### config.mk
export PLATFORM = sky130hd
export DESIGN_NAME = wb_digpot_mon
export DESIGN_NICKNAME = d
export VERILOG_FILES = /design/src/rtl/wb_digpot_mon_pkg.sv /design/src/rtl/wb_digpot_mon_pin_filter.sv /design/src/rtl/wb_digpot_mon.sv
export SDC_FILE = /design/constraint.sdc
export NUM_CORES = 1
export LEC_CHECK = 0
export ABC_AREA = 1
export ABC_CLOCK_PERIOD_IN_PS = 2100
export BUFFER_PORTS_ARGS = -buffer_cell sky130_fd_sc_hd__buf_2
export CORE_AREA = 4 4 121 123
export CTS_BUF_LIST = sky130_fd_sc_hd__clkbuf_4 sky130_fd_sc_hd__clkbuf_8 sky130_fd_sc_hd__clkbuf_16
export DETAILED_ROUTE_END_ITERATION = 16
export DIE_AREA = 0 0 125 127
export PLACE_DENSITY_LB_ADDON = 0.12
export SLEW_MARGIN = 20
export SYNTH_ARGS = -nofsm -noshare
export SYNTH_HDL_FRONTEND = slang
export SYNTH_SLANG_ARGS = --single-unit
### constraint.sdc
create_clock -name clk -period 2.1 [get_ports clk]
set_input_delay 0.315 -clock clk [delete_from_list [all_inputs] [get_ports clk]]
set_output_delay 0.315 -clock clk [all_outputs]
set_load 0.02 [all_outputs]
### src/rtl/wb_digpot_mon_pkg.sv
// Shared constants for the digital-pot pin monitor: register addresses, STAT/CTRL
// bit positions and the pot-side FSM state encoding.
package wb_digpot_mon_pkg;

   localparam logic [1:0] ADR_POS    = 2'd0;
   localparam logic [1:0] ADR_STAT   = 2'd1;
   localparam logic [1:0] ADR_PRESET = 2'd2;
   localparam logic [1:0] ADR_CTRL   = 2'd3;

   localparam int STAT_BUSY    = 0;
   localparam int STAT_SAT_HI  = 1;
   localparam int STAT_SAT_LO  = 2;
   localparam int STAT_STORED  = 3;
   localparam int STAT_CLR_CNT = 31;

   localparam int CTRL_EN     = 0;
   localparam int CTRL_IRQ_EN = 1;

   typedef enum logic [1:0] {
      ST_IDLE   = 2'd0,
      ST_SEL_HI = 2'd1,
      ST_SEL_LO = 2'd2
   } pot_state_e;

endpackage

### src/rtl/wb_digpot_mon_pin_filter.sv
// Two-flop synchroniser plus deglitch filter for one pot pin; the output only
// follows the synchronised level after FILT consecutive differing samples.
module digpot_pin_filter #(
   parameter int   FILT    = 4,
   parameter logic RST_VAL = 1'b1
) (
   input  logic clk,
   input  logic reset,
   input  logic pin_i,
   output logic pin_o
);

   logic       sync1_q, sync1_d;
   logic       sync2_q, sync2_d;
   logic       filt_q, filt_d;
   logic [3:0] cnt_q, cnt_d;

   always_comb begin
      sync1_d = pin_i;
      sync2_d = sync1_q;
      filt_d  = filt_q;
      cnt_d   = '0;
      // Any sample matching the accepted level restarts the run.
      if (sync2_q != filt_q) begin
         if (cnt_q == 4'(FILT - 1)) filt_d = sync2_q;
         else                       cnt_d  = cnt_q + 4'd1;
      end
   end

   always_ff @(posedge clk or negedge reset) begin
      if (!reset) begin
         sync1_q <= RST_VAL;
         sync2_q <= RST_VAL;
         filt_q  <= RST_VAL;
         cnt_q   <= '0;
      end else begin
         sync1_q <= sync1_d;
         sync2_q <= sync2_d;
         filt_q  <= filt_d;
         cnt_q   <= cnt_d;
      end
   end

   assign pin_o = filt_q;

endmodule

### src/rtl/wb_digpot_mon.sv
// Wishbone-readable monitor of the X9C-style pot pins (INC/UDn/CSn): tracks wiper
// and stored position plus event counters. Macro DIGPOT_MON_IRQ_EN adds irq_o.
module wb_digpot_mon #(
   parameter int STEPS    = 100,
   parameter int POS_W    = 7,
   parameter int FILT     = 4,
   parameter int INIT_POS = 0
) (
   input  logic        clk,
   input  logic        reset,
   input  logic        wb_stb_i,
   input  logic        wb_cyc_i,
   output logic        wb_ack_o,
   input  logic        wb_we_i,
   input  logic [31:0] wb_adr_i,
   input  logic [3:0]  wb_sel_i,
   input  logic [31:0] wb_dat_i,
   output logic [31:0] wb_dat_o,
   input  logic        inc_i,
   input  logic        udn_i,
   input  logic        csn_i,
   output logic        irq_o
);
   import wb_digpot_mon_pkg::*;

   localparam logic [POS_W-1:0] POS_MAX  = POS_W'(STEPS - 1);
   localparam logic [POS_W-1:0] POS_INIT = POS_W'(INIT_POS);

   logic inc_f, udn_f, csn_f;

   digpot_pin_filter #(.FILT(FILT), .RST_VAL(1'b1)) u_inc_filt (
      .clk(clk), .reset(reset), .pin_i(inc_i), .pin_o(inc_f));
   digpot_pin_filter #(.FILT(FILT), .RST_VAL(1'b0)) u_udn_filt (
      .clk(clk), .reset(reset), .pin_i(udn_i), .pin_o(udn_f));
   digpot_pin_filter #(.FILT(FILT), .RST_VAL(1'b1)) u_csn_filt (
      .clk(clk), .reset(reset), .pin_i(csn_i), .pin_o(csn_f));

   pot_state_e       state_q, state_d;
   logic             step_ev, store_ev;
   logic             en_q, en_d;
   logic             irq_en;
   logic [POS_W-1:0] pos_q, pos_d, stored_q, stored_d, preset_val;
   logic             sat_hi_q, sat_hi_d, sat_lo_q, sat_lo_d, stored_f_q, stored_f_d;
   logic [7:0]       step_cnt_q, step_cnt_d, store_cnt_q, store_cnt_d;
   logic             ack_q, ack_d;
   logic [31:0]      dat_q, dat_d, rd_data;
   logic [1:0]       adr;
   logic             bus_req, wr_en, wr_stat, wr_preset, wr_ctrl, clr_cnt;

   always_ff @(posedge clk or negedge reset) begin
      if (!reset) state_q <= ST_IDLE;
      else        state_q <= state_d;
   end

   always_comb begin
      state_d = state_q;
      if (!en_q) begin
         state_d = ST_IDLE;
      end else begin
         case (state_q)
            ST_IDLE:   if (!csn_f) state_d = inc_f ? ST_SEL_HI : ST_SEL_LO;
            ST_SEL_HI: if (csn_f) state_d = ST_IDLE; else if (!inc_f) state_d = ST_SEL_LO;
            ST_SEL_LO: if (csn_f) state_d = ST_IDLE; else if (inc_f)  state_d = ST_SEL_HI;
            default:   state_d = ST_IDLE;
         endcase
      end
   end

   always_comb begin
      step_ev  = 1'b0;
      store_ev = 1'b0;
      if (en_q && state_q == ST_SEL_HI) begin
         if (csn_f)       store_ev = 1'b1;
         else if (!inc_f) step_ev  = 1'b1;
      end
   end

   assign adr       = wb_adr_i[3:2];
   assign bus_req   = wb_stb_i & wb_cyc_i;
   assign wr_en     = bus_req & ack_q & wb_we_i;
   assign wr_stat   = wr_en && (adr == ADR_STAT);
   assign wr_preset = wr_en && (adr == ADR_PRESET);
   assign wr_ctrl   = wr_en && (adr == ADR_CTRL);
   assign clr_cnt   = wr_stat & wb_dat_i[STAT_CLR_CNT];
   assign preset_val = (wb_dat_i[POS_W-1:0] > POS_MAX) ? POS_MAX : wb_dat_i[POS_W-1:0];

   always_comb begin
      pos_d      = pos_q;
      stored_d   = stored_q;
      sat_hi_d   = sat_hi_q;
      sat_lo_d   = sat_lo_q;
      stored_f_d = stored_f_q;
      en_d       = en_q;
      step_cnt_d  = clr_cnt ? 8'd0 : step_cnt_q  + {7'd0, step_ev};
      store_cnt_d = clr_cnt ? 8'd0 : store_cnt_q + {7'd0, store_ev};
      // Clears are applied first so a same-cycle event leaves its flag set.
      if (wr_stat) begin
         if (wb_dat_i[STAT_SAT_HI]) sat_hi_d   = 1'b0;
         if (wb_dat_i[STAT_SAT_LO]) sat_lo_d   = 1'b0;
         if (wb_dat_i[STAT_STORED]) stored_f_d = 1'b0;
      end
      if (step_ev) begin
         if (udn_f) begin
            if (pos_q == POS_MAX) sat_hi_d = 1'b1;
            else                  pos_d    = pos_q + 1'b1;
         end else begin
            if (pos_q == '0) sat_lo_d = 1'b1;
            else             pos_d    = pos_q - 1'b1;
         end
      end
      if (store_ev) begin
         stored_d   = pos_q;
         stored_f_d = 1'b1;
      end
      if (wr_preset) begin
         pos_d    = preset_val;
         stored_d = preset_val;
      end
      if (wr_ctrl) en_d = wb_dat_i[CTRL_EN];
   end

   always_ff @(posedge clk or negedge reset) begin
      if (!reset) begin
         pos_q       <= POS_INIT;
         stored_q    <= POS_INIT;
         sat_hi_q    <= 1'b0;
         sat_lo_q    <= 1'b0;
         stored_f_q  <= 1'b0;
         step_cnt_q  <= '0;
         store_cnt_q <= '0;
         en_q        <= 1'b1;
      end else begin
         pos_q       <= pos_d;
         stored_q    <= stored_d;
         sat_hi_q    <= sat_hi_d;
         sat_lo_q    <= sat_lo_d;
         stored_f_q  <= stored_f_d;
         step_cnt_q  <= step_cnt_d;
         store_cnt_q <= store_cnt_d;
         en_q        <= en_d;
      end
   end

`ifdef DIGPOT_MON_IRQ_EN
   logic irq_en_q, irq_en_d, irq_q, irq_d;

   always_comb begin
      irq_en_d = irq_en_q;
      if (wr_ctrl) irq_en_d = wb_dat_i[CTRL_IRQ_EN];
      irq_d = irq_en_q & (sat_hi_q | sat_lo_q | stored_f_q);
   end

   always_ff @(posedge clk or negedge reset) begin
      if (!reset) begin
         irq_en_q <= 1'b0;
         irq_q    <= 1'b0;
      end else begin
         irq_en_q <= irq_en_d;
         irq_q    <= irq_d;
      end
   end

   assign irq_en = irq_en_q;
   assign irq_o  = irq_q;
`else
   assign irq_en = 1'b0;
   assign irq_o  = 1'b0;
`endif

   always_comb begin
      rd_data = '0;
      case (adr)
         ADR_POS: begin
            rd_data[POS_W-1:0]  = pos_q;
            rd_data[8 +: POS_W] = stored_q;
         end
         ADR_STAT: begin
            rd_data[STAT_BUSY]   = ~csn_f;
            rd_data[STAT_SAT_HI] = sat_hi_q;
            rd_data[STAT_SAT_LO] = sat_lo_q;
            rd_data[STAT_STORED] = stored_f_q;
            rd_data[15:8]        = step_cnt_q;
            rd_data[23:16]       = store_cnt_q;
         end
         ADR_CTRL: begin
            rd_data[CTRL_EN]     = en_q;
            rd_data[CTRL_IRQ_EN] = irq_en;
         end
         default: rd_data = '0;
      endcase
   end

   // Read data is captured alongside ack so it is valid in the ack cycle.
   always_comb begin
      ack_d = bus_req & ~ack_q;
      dat_d = dat_q;
      if (bus_req && !ack_q) dat_d = rd_data;
   end

   always_ff @(posedge clk or negedge reset) begin
      if (!reset) begin
         ack_q <= 1'b0;
         dat_q <= '0;
      end else begin
         ack_q <= ack_d;
         dat_q <= dat_d;
      end
   end

   assign wb_ack_o = bus_req & ack_q;
   assign wb_dat_o = dat_q;

   logic unused_ok;
   assign unused_ok = &{1'b0, wb_sel_i, wb_adr_i[31:4], wb_adr_i[1:0], wb_dat_i};

endmodule

==> metrics, run 1 <==
Starting DRT DRC Count=140; vias per inst=roughly 4.4; post-cts repair resize count=0; GRT Residual Overflow=0; endpoint class of the critical path=register; worst min-delay path category=input port to register; power per unit of standard cell area=1026 nW/um^2; die outline width=125 um; arrival time worst endpoint=2.10 ns; type of the setup path with the least slack=register to register; worst slew slack as a fraction of its limit=0.6463; instance count of the mapped netlist=477; antenna violations before repair=0; cell area after technology mapping=4036 um^2; maximum clock path buffer count=2; TritonCTS sink count=81; Root Driver=sky130_fd_sc_hd__clkbuf_16; Antenna Cells=0; post-detailed-route count of antenna-violating nets=0; CP bufs+invs=1; detailed placement HPWL=6763 um; met1 layer wirelength in the final routing=4402 um; Final Cycle Share=0.8931; VDD IR max=0.5286 mV; fraction of layout instances using a drive strength above 1=0.2045; reported leakage power=2.483 nW; TritonCTS Buffers=9; area used by multi-input combinational logic=about 1700 um^2; RR Startpoint=en_q; shortest period the worst path allows=1.876 ns; hold-fix buffer count after cts=1; worst-margin pin slew=0.5305 ns; cell-by-cell listing of the critical path=nand3_2 -> nor2_4 -> ha_1 -> ha_1 -> nand2_1 -> nor2_1 -> inv_1 -> nor3_1 -> nor3_1; pin count of the biggest net entering global routing=44; leading cell type in the layout, fill and taps excluded=sky130_fd_sc_hd__nand2_1; count of placed standard cells in the final layout, fillers left out=713; number of nets in the final layout=617; CP delay by family, top=simple AND/OR/NAND/NOR gates; Max stage delay cell, worst path=sky130_fd_sc_hd__dfstp_2; area inside the core boundary=13670 um^2; cell count after placement=696; Boundary Pins=110; full die area=15880 um^2; H-tree levels=3; setup TNS=0 ns; detailed-routing iteration count for the pre-antenna-repair pass=4; Yosys cell types=34; Warnings, synthesis=0; RePlAce Congestion=0.8021; worst clock skew=approximately 0.0084 ns; outcome=finished, final reports clean; effective utilization at floorplan=0.2954; flip-flop and latch area=between 2000 and 2500 um^2; length of routed met2 wiring=slightly above 4000 um; worst hold margin=0.07656 ns; wire length reported by the detailed router=9178 um; placement row count=43; CTS tree=done; register bit count reported by yosys=81; vertical die dimension=between 100 and 150 um; layout overhead on the synthesized area=18.26%; overall power after layout=4.898 mW; Clock Latency Late Sink=0.34 ns; overall global routing resource usage=0.1255; most used cells in the layout excluding fill and tap cells=sky130_fd_sc_hd__nand2_1 (130), sky130_fd_sc_hd__dfrtp_1 (74), sky130_fd_sc_hd__nor2_1 (51), sky130_fd_sc_hd__nand3_1 (46), sky130_fd_sc_hd__buf_2 (40); Critical Path Source Type=register; total of endpoints with negative setup slack in the final report=0; Post-route DRC=0; MaxCap Viol Count=0; peak per-stage delay on the critical path=0.55 ns; Routed WL per cell=12.87 um; top layer in use=met4; count of fill cells added during filler insertion=1472; Min-Delay Startpoint=csn_i; Peak Freq=0.5332 GHz; clock-pin slew of the registers on the worst-case setup and hold paths=0.06 ns; Met3 Wirelength=462 um; unrepaired setup endpoints after global routing=false; number of global-route vias before repair=3113; total number of vias=roughly 3.1k; Post-Synthesis Mean Instance Area=8.462 um^2; final hold violation count=0; largest fanout on the critical path=4; buffers added on ports=41; share of synthesized area occupied by flip-flops and latches=0.5043; Critical Path RT=2.33 ns; final core utilization=0.3493; wire length of the first global-routing pass=15810 um; startpoint of the worst setup timing path=en_q; Final Slew Violations=0; buffers inserted by post-CTS timing repair=0
[sequential cells by signal (all words and copies together), names as in the netlist, 2 cells and up]
name	count
step_cnt_q	8
u_inc_filt.cnt_q	4
stored_q	7
pos_q	7
state_q	2
u_udn_filt.cnt_q	4
wb_dat_o	23
store_cnt_q	8
u_csn_filt.cnt_q	4
[metal layers]
layer  up-vias  GRT usage
li1       1602          -
met1      1454     0.1732
met2        65     0.1879
met3        13    0.03595
met4         0    0.04719
met5         -          0
[where the power goes]
| part | total (mW) | internal, mW | leakage [nW] | switching (mW) |
|---|---|---|---|---|
| sequential | 2.02 | 1.81 | 1.03 | 0.213 |
| combinational | 1.18 | 0.446 | 1.30 | 0.736 |
| clock | 1.70 | 1.06 | 0.152 | 0.640 |
[synth_stat cells]
cell type,number,area [um^2]
sky130_fd_sc_hd__a21oi_1,13,65.06
sky130_fd_sc_hd__a31oi_1,10,62.56
sky130_fd_sc_hd__and3_1,1,6.260
sky130_fd_sc_hd__buf_2,5,25.02
sky130_fd_sc_hd__buf_4,12,90.09
sky130_fd_sc_hd__buf_6,2,22.52
sky130_fd_sc_hd__conb_1,1,3.750
sky130_fd_sc_hd__dfrtp_1,74,1852
sky130_fd_sc_hd__dfstp_2,7,183.9
sky130_fd_sc_hd__fa_1,1,20.02
sky130_fd_sc_hd__ha_1,12,150.1
sky130_fd_sc_hd__inv_1,38,142.6
sky130_fd_sc_hd__inv_2,19,71.32
sky130_fd_sc_hd__nand2_1,130,488.0
sky130_fd_sc_hd__nand2_2,2,12.51
sky130_fd_sc_hd__nand3_1,46,230.2
sky130_fd_sc_hd__nand3_2,2,20.02
sky130_fd_sc_hd__nand3_4,1,17.52
sky130_fd_sc_hd__nand3b_1,1,7.510
sky130_fd_sc_hd__nand3b_4,1,20.02
sky130_fd_sc_hd__nand4_1,1,6.260
sky130_fd_sc_hd__nand4_2,1,12.51
sky130_fd_sc_hd__nor2_1,51,191.4
sky130_fd_sc_hd__nor2_2,4,25.02
sky130_fd_sc_hd__nor2_4,4,45.04
sky130_fd_sc_hd__nor3_1,4,20.02
sky130_fd_sc_hd__nor3b_1,1,7.510
sky130_fd_sc_hd__o21ai_0,2,10.01
sky130_fd_sc_hd__o21ai_1,7,35.03
sky130_fd_sc_hd__o21bai_1,1,7.510
sky130_fd_sc_hd__o31ai_1,7,52.55
sky130_fd_sc_hd__or2_2,3,18.77
sky130_fd_sc_hd__xnor2_1,7,61.31
sky130_fd_sc_hd__xor2_1,6,52.55
[cell type report]
class / count / share of cell area
Inverter: 57 / 0.04482
Clock inverter: 6 / 0.01940
Multi-Input combinational cell: 329 / 0.3526
Sequential cell: 81 / 0.4265
Timing Repair Buffer: 50 / 0.06081
Tap cell: 180 / 0.04718
Clock buffer: 10 / 0.04875
[cell families after synthesis]
family                     after synthesis  share of synthesized area
and+or+nand+nor                        253                     0.2796
DFF                                     81                     0.5043
buffers and inverters                   76                    0.08711
xor gates and xnor gates                13                    0.02821
other                                    1                  0.0009291
AOI/OAI and AO/OA                       40                    0.05766
adders and majority gates               13                    0.04216
[worst reg2reg max path, stage by stage (launching register included)]
cell	delay [ns]
sky130_fd_sc_hd__dfstp_2	0.55
sky130_fd_sc_hd__nand3_2	0.15
sky130_fd_sc_hd__nor2_4	0.16
sky130_fd_sc_hd__ha_1	0.20
sky130_fd_sc_hd__ha_1	0.17
sky130_fd_sc_hd__nand2_1	0.09
sky130_fd_sc_hd__nor2_1	0.15
sky130_fd_sc_hd__inv_1	0.07
sky130_fd_sc_hd__nor3_1	0.14
sky130_fd_sc_hd__nor3_1	0.07
[through the flow]
stage / area [um^2] / worst slack [ns]
2_1_floorplan: 4070 / 0.3803
3_3_place_gp: 4438 / 0.2419
3_5_place_dp: 4438 / 0.2154
4_1_cts: 4773 / 0.2008
5_1_grt: 4773 / 0.009099
6_report: 4773 / 0.2244
[path summary, 6_finish.rpt]
| kind | end | slack (ns) | cells after the start |
|---|---|---|---|
| worst max-delay path | step_cnt_q[6] | 0.22 | 9 |
| worst min-delay path | u_csn_filt.sync1_q | 0.08 | 1 |
| min in group asynchronous | wb_dat_o[4] | 0.49 | 2 |
| max in group asynchronous | u_inc_filt.sync2_q | 0.92 | 3 |
| worst min register to register | u_udn_filt.sync2_q | 0.35 | 0 |
| worst max register to register | step_cnt_q[6] | 0.22 | 9 |
No activity file was read; power rests on OpenSTA's default activity.
==> run 2: changes to the inputs <==
- ABC_CLOCK_PERIOD_IN_PS: 2100 -> 2300
- clock period: 2.1 -> 2.3 ns (I/O delays scaled with it)
==> run 2 against run 1 <==
Against the previous run: utilization is 0.082 points higher; routed wire length up 1.3%; via count is 0.77% higher; non-clock buffer count shrank 1; global-route usage fell by 0.32 points; die area did not move; critical path type unchanged; critical endpoint unchanged; largest cell class unchanged.
==> metrics, run 2 (synthesized netlist as in run 1, its figures left out) <==
vias per inst=4.435; placement row count=43; post-cts repair resize count=0; number of global-route vias before repair=roughly 3.1k; die outline width=~130 um; Starting DRT DRC Count=162; worst hold margin=approximately 0.11 ns; H-tree levels=3; clock-pin slew of the registers on the worst-case setup and hold paths=0.06 ns; maximum clock path buffer count=2; Antenna Cells=0; unrepaired setup endpoints after global routing=false; setup TNS=0 ns; layout overhead on the synthesized area=18.54%; Placed Area=between 4000 and 5000 um^2; TritonCTS Buffers=9; GRT Residual Overflow=0; effective utilization at floorplan=0.2954; worst reg-to-reg setup slack=0.36 ns; worst min-delay path category=input port to register; leading cell type in the layout, fill and taps excluded=sky130_fd_sc_hd__nand2_1; pin count of the biggest net entering global routing=37; VDD IR max=between 0.4 and 0.5 mV; Peak Freq=about 0.5 GHz; detailed placement HPWL=6896 um; worst-case reg-to-reg path depth=9; MaxCap Viol Count=0; most used cells in the layout excluding fill and tap cells=sky130_fd_sc_hd__nand2_1 (130), sky130_fd_sc_hd__dfrtp_1 (74), sky130_fd_sc_hd__nor2_1 (51), sky130_fd_sc_hd__nand3_1 (46), sky130_fd_sc_hd__buf_2 (40); RePlAce Congestion=between 0.7 and 0.8; count of fill cells added during filler insertion=1438; RR Startpoint=en_q; worst-margin pin slew=roughly 0.51 ns; Post-route DRC=0; area inside the core boundary=about 14000 um^2; antenna violations before repair=0; area used by multi-input combinational logic=1683 um^2; power per unit of standard cell area=952.0 nW/um^2; endpoint class of the critical path=register; type of the setup path with the least slack=register to register; total of endpoints with negative setup slack in the final report=0; reported leakage power=2.486 nW; Boundary Pins=110; post-detailed-route count of antenna-violating nets=0; Largest register FFs=23; flip-flop and latch area=between 2000 and 2500 um^2; vertical die dimension=about 130 um; overall power after layout=4.555 mW; final hold violation count=0; total number of vias=3158; worst clock skew=0.007523 ns; Clock Latency Late Sink=0.33 ns; CTS tree=done; wire length reported by the detailed router=9293 um; Root Driver=sky130_fd_sc_hd__clkbuf_16; number of nets in the final layout=616; Critical Path Source Type=register; terminating pin of the worst hold path=u_inc_filt.sync1_q; outcome=finished, final reports clean; overall global routing resource usage=0.1223; finished layout cell area=roughly 4800 um^2; TritonCTS sink count=between 80 and 90; fraction of layout instances using a drive strength above 1=0.2030; Final Cycle Share=0.8452; Critical Path RT=2.52 ns; buffers added on ports=41; Routed WL per cell=13.05 um; worst slew slack as a fraction of its limit=0.6569; Final Slew Violations=0; largest fanout on the critical path=4; Reg2Reg Capture Point=step_cnt_q[6]; arrival time worst endpoint=2.16 ns; full die area=15880 um^2; instance count along the most critical hold path=1; wire length of the first global-routing pass=approximately 16000 um; detailed-routing iteration count for the pre-antenna-repair pass=4; shortest period the worst path allows=slightly below 2 ns; Min-Delay Startpoint=inc_i
-- run 2: cell types whose count changed in the layout (fill, tap and decap cells not counted) --
cell,change
sky130_fd_sc_hd__buf_4,-1
sky130_fd_sc_hd__bufinv_16,+1
sky130_fd_sc_hd__clkbuf_4,-1
sky130_fd_sc_hd__clkinv_2,+1
sky130_fd_sc_hd__clkinv_4,-1
-- run 2: final cells by class --
class,instances,area share
Inverter,57,0.04472
Tap cell,180,0.04707
Clock inverter,7,0.02484
Clock buffer,9,0.04707
Multi-Input combinational cell,329,0.3517
Timing Repair Buffer,49,0.05910
Sequential cell,81,0.4255
-- run 2: worst max-delay path, stage by stage, from the launching register on --
cell and delay [ns]:
sky130_fd_sc_hd__dfstp_2 0.58, sky130_fd_sc_hd__nand3_2 0.18, sky130_fd_sc_hd__nor2_4 0.18, sky130_fd_sc_hd__ha_1 0.21
sky130_fd_sc_hd__ha_1 0.16, sky130_fd_sc_hd__nand2_1 0.09, sky130_fd_sc_hd__nor2_1 0.15, sky130_fd_sc_hd__inv_1 0.07
sky130_fd_sc_hd__nor3_1 0.14, sky130_fd_sc_hd__nor3_1 0.07
-- run 2: repair_timing --
action / in CTS / in global routing
hold buffers: 1 / 0
setup buffers: 0 / 0
endpoints found under the hold margin: 23 / 0
-- run 2: how the worst max path moves through the flow --
stage	from	depth (start not counted)	end	slack, ns
final	en_q	9	step_cnt_q[6]	0.36
after global routing	en_q	9	step_cnt_q[6]	0.14
after CTS	en_q	9	step_cnt_q[6]	0.32
after detailed placement	en_q	9	step_cnt_q[6]	0.34
after global placement	en_q	9	step_cnt_q[6]	0.40
after floorplan	en_q	8	store_cnt_q[6]	0.58
-- run 2: power by group --
part | internal [mW] | switching [mW]
clock network | 1.06 | 0.585
registers | 1.65 | 0.201
logic | 0.399 | 0.661
total | 3.11 | 1.45
-- run 2: through the flow --
step | instances | util | worst slack, ns
2_1_floorplan | 486 | - | 0.5803
3_3_place_gp | 695 | 0.3242 | 0.3974
3_5_place_dp | 695 | 0.3242 | 0.3353
5_1_grt | 712 | 0.3501 | 0.1394
4_1_cts | 712 | 0.3501 | 0.3197
6_report | 712 | 0.3501 | 0.3561
-- run 2: per-layer routing --
layer / GRT usage / up-vias / part of all wire
met5: 0 / - / 0
met1: 0.1632 / 1483 / 0.49
met2: 0.1930 / 62 / 0.45
met4: 0.04018 / 0 / 0.016
li1: - / 1602 / -
met3: 0.03470 / 11 / 0.046
==> run 3: changes to the inputs <==
- ABC_AREA: 1 -> 0
- ABC_CLOCK_PERIOD_IN_PS: 2300 -> 1900
- CORE_AREA: 4 4 121 123 -> 4 4 119 121
- DIE_AREA: 0 0 125 127 -> 0 0 123 125
- clock period: 2.3 -> 1.9 ns (I/O delays scaled with it)
==> run 3 against run 2 <==
Against the previous run: the flow now finishes with violations (negative setup slack); synthesized cell count is 22% lower; global-route usage is 0.45 points higher; via count is 9.6% lower.
==> metrics, run 3 <==
outcome=complete, but fails checks; Max stage delay cell, worst path=sky130_fd_sc_hd__fa_2; GRT Residual Overflow=0; Clock Latency Late Sink=between 0.3 and 0.4 ns; TritonCTS Buffers=9; FFs w/ async S/R, synth=1.000; cell count after placement=between 600 and 700; vertical die dimension=between 100 and 150 um; Antenna Cells=0; Critical Path Source Type=register; Min-Delay Startpoint=csn_i; top cells by area in the synthesized netlist=sky130_fd_sc_hd__dfrtp_1 (48%), sky130_fd_sc_hd__nand2_1 (6.1%), sky130_fd_sc_hd__dfstp_2 (4.8%); top cells by instance count after synthesis=sky130_fd_sc_hd__dfrtp_1 (74), sky130_fd_sc_hd__nand2_1 (62), sky130_fd_sc_hd__nor2_1 (26); register bit count reported by yosys=81; total of endpoints with negative setup slack in the final report=3; power per unit of standard cell area=roughly 1200 nW/um^2; Largest register FFs=23; post-detailed-route count of antenna-violating nets=0; shortest period the worst path allows=2.036 ns; full die area=15380 um^2; Post-route DRC=0; detailed placement HPWL=6600 um; vias per inst=4.584; type of the setup path with the least slack=register to register; total number of vias=about 2.9k; TritonCTS sink count=between 80 and 90; startpoint of the worst setup timing path=pos_q[0]; most used cells in the layout excluding fill and tap cells=sky130_fd_sc_hd__dfrtp_1 (72), sky130_fd_sc_hd__nand2_1 (62), sky130_fd_sc_hd__buf_2 (40), sky130_fd_sc_hd__buf_4 (32), sky130_fd_sc_hd__nor2_1 (26); MaxCap Viol Count=0; Starting DRT DRC Count=143; number of global-route vias before repair=2904; unrepaired setup endpoints after global routing=true; Boundary Pins=110; cell-by-cell listing of the critical path=fa_2 -> a211o_4 -> a2111oi_4 -> a41oi_2 -> a31o_1 -> a31oi_1; worst path setup slack after routing=-0.1358 ns; Final Cycle Share=1.071; post-synthesis adder-cell area fraction=0.04440; Root Driver=sky130_fd_sc_hd__clkbuf_16; arrival time worst endpoint=approximately 2.3 ns; largest family of logic cells by synthesized area=simple AND/OR/NAND/NOR gates; area fraction in and, or, nand and nor cells after synthesis=0.1776; setup TNS=-0.1460 ns; wire length reported by the detailed router=approximately 9000 um; xor-xnor portion of the synthesized cell area=0.05028; Peak Freq=0.4912 GHz; effective utilization at floorplan=0.2929; Final Slew Violations=0; Warnings, synthesis=0; CTS tree=done; number of nets in the final layout=531; worst min-delay path category=input port to register; detailed-routing iteration count for the pre-antenna-repair pass=4; Post-Synthesis Mean Instance Area=10.30 um^2; pin count of the biggest net entering global routing=55; reported leakage power=2.194 nW; fraction of layout instances using a drive strength above 1=0.2752; share of synthesized area occupied by flip-flops and latches=0.5312; area inside the core boundary=~13000 um^2; clock-pin slew of the registers on the worst-case setup and hold paths=0.06 ns; buffers added on ports=between 40 and 50; Routed WL per cell=14.56 um; dominant cell by count in the synthesized netlist=sky130_fd_sc_hd__dfrtp_1; dominant cell type by area after synthesis=sky130_fd_sc_hd__dfrtp_1; cell area after technology mapping=3832 um^2; die outline width=~120 um; fraction of synthesized area in multiplexers=0.04538; wire length of the first global-routing pass=15020 um; area fraction in compound gates after synthesis=0.1097; number of synthesized flops with an enable pin=0; VDD IR max=0.4313 mV; Critical Path RT=roughly 2.2 ns; violated checks=negative setup slack; layout overhead on the synthesized area=26.87%; RR Startpoint=pos_q[0]; placement row count=between 40 and 50; RePlAce Congestion=0.7993; endpoint class of the critical path=register; instance count of the mapped netlist=372; peak per-stage delay on the critical path=0.43 ns; Post-Place Worst Slack=-0.1227 ns; antenna violations before repair=0; Primary FF master, synth=sky130_fd_sc_hd__dfrtp_1; count of placed standard cells in the final layout, fillers left out=623; leading cell type in the layout, fill and taps excluded=sky130_fd_sc_hd__dfrtp_1; overall global routing resource usage=0.1268; largest fanout on the critical path=3; worst clock skew=0.005612 ns; area share of the largest cell type after synthesis=0.4832; Yosys cell types=50; maximum clock path buffer count=2; H-tree levels=3; final hold violation count=0
## run 3: cell types whose count changed in the layout (fill, tap and decap cells not counted), moves of 5 or more
cell	before	now
sky130_fd_sc_hd__nand2_1	130	62
sky130_fd_sc_hd__nand3_1	46	9
sky130_fd_sc_hd__inv_1	38	3
sky130_fd_sc_hd__buf_4	7	32
sky130_fd_sc_hd__nor2_1	51	26
sky130_fd_sc_hd__inv_2	19	2
sky130_fd_sc_hd__o21ai_0	2	17
sky130_fd_sc_hd__mux2i_1	0	13
sky130_fd_sc_hd__nor2b_1	0	8
sky130_fd_sc_hd__xnor2_1	7	12
## run 3: logic make-up (layout without fill, tap and decap cells)
family	Yosys count	count (layout)
other	1	10
AND/OR/NAND/NOR	142	142
flip-flops	81	81
AO/OA/AOI/OAI	65	66
multiplexers	17	17
adder cells (fa/ha/maj)	13	13
buffers and inverters	31	96
XOR/XNOR	22	22
## run 3: timing repair
item | CTS | global route
hold buffers | 1 | 0
pin swaps | 1 | 4
setup endpoints to repair | 5 | 12
buffers inserted | 0 | 2
gates resized for setup | 6 | 11
endpoints found under the hold margin | 20 | 0
cloned | 1 | 0
## run 3: worst max-delay path, delay by kind of cell (launching register included)
family	cells	cell delay, ns
adder cells (fa/ha/maj)	1	0.43
AO/OA/AOI/OAI	5	1.10
flip-flops	1	0.42
## run 3: power breakdown
group          total [mW]  switching [mW]  internal [mW]  leakage (nW)
registers            2.22           0.201           2.02         0.960
logic                1.69           0.900          0.794          1.08
clock network        1.71           0.663           1.05         0.151
## run 3: final timing paths
check,slack (ns),to,cells after the start
worst max-delay path,-0.14,pos_q[6],6
worst min-delay path,0.04,u_csn_filt.sync1_q,1
worst max register to register,-0.14,pos_q[6],6
worst min register to register,0.35,u_inc_filt.sync2_q,0
max in group asynchronous,0.86,u_udn_filt.pin_o,3
min in group asynchronous,0.41,u_inc_filt.cnt_q[3],2
## run 3: per-layer routing
| metal | wire [um] | GRT usage | vias to the layer above |
|---|---|---|---|
| li1 | - | - | 1423 |
| met1 | 4325 | 0.1681 | 1375 |
| met2 | 4244 | 0.1985 | 46 |
| met3 | 296 | 0.02304 | 12 |
| met4 | 207 | 0.06254 | 0 |
| met5 | 0 | 0 | - |
## run 3: layout make-up
type / instances / area [um^2]
Fill cell: 1342 / 8223
Multi-Input combinational cell: 270 / 1812
Tap cell: 176 / 220.2
Timing Repair Buffer: 74 / 470.5
Clock buffer: 16 / 296.5
Sequential cell: 81 / 2038
Inverter: 6 / 25.02
## run 3: per-stage QoR
| step | utilization | power, mW | hold WS [ns] | area [um^2] |
|---|---|---|---|---|
| floorplan | - | 3.243 | -0.01059 | 3899 |
| global placement | 0.3386 | 3.780 | 0.2313 | 4431 |
| detailed placement | 0.3386 | 3.809 | 0.2380 | 4431 |
| CTS | 0.3655 | 5.598 | 0.02703 | 4782 |
| global route | 0.3716 | 6.013 | 0.02676 | 4862 |
| finish | 0.3716 | 5.632 | 0.03930 | 4862 |
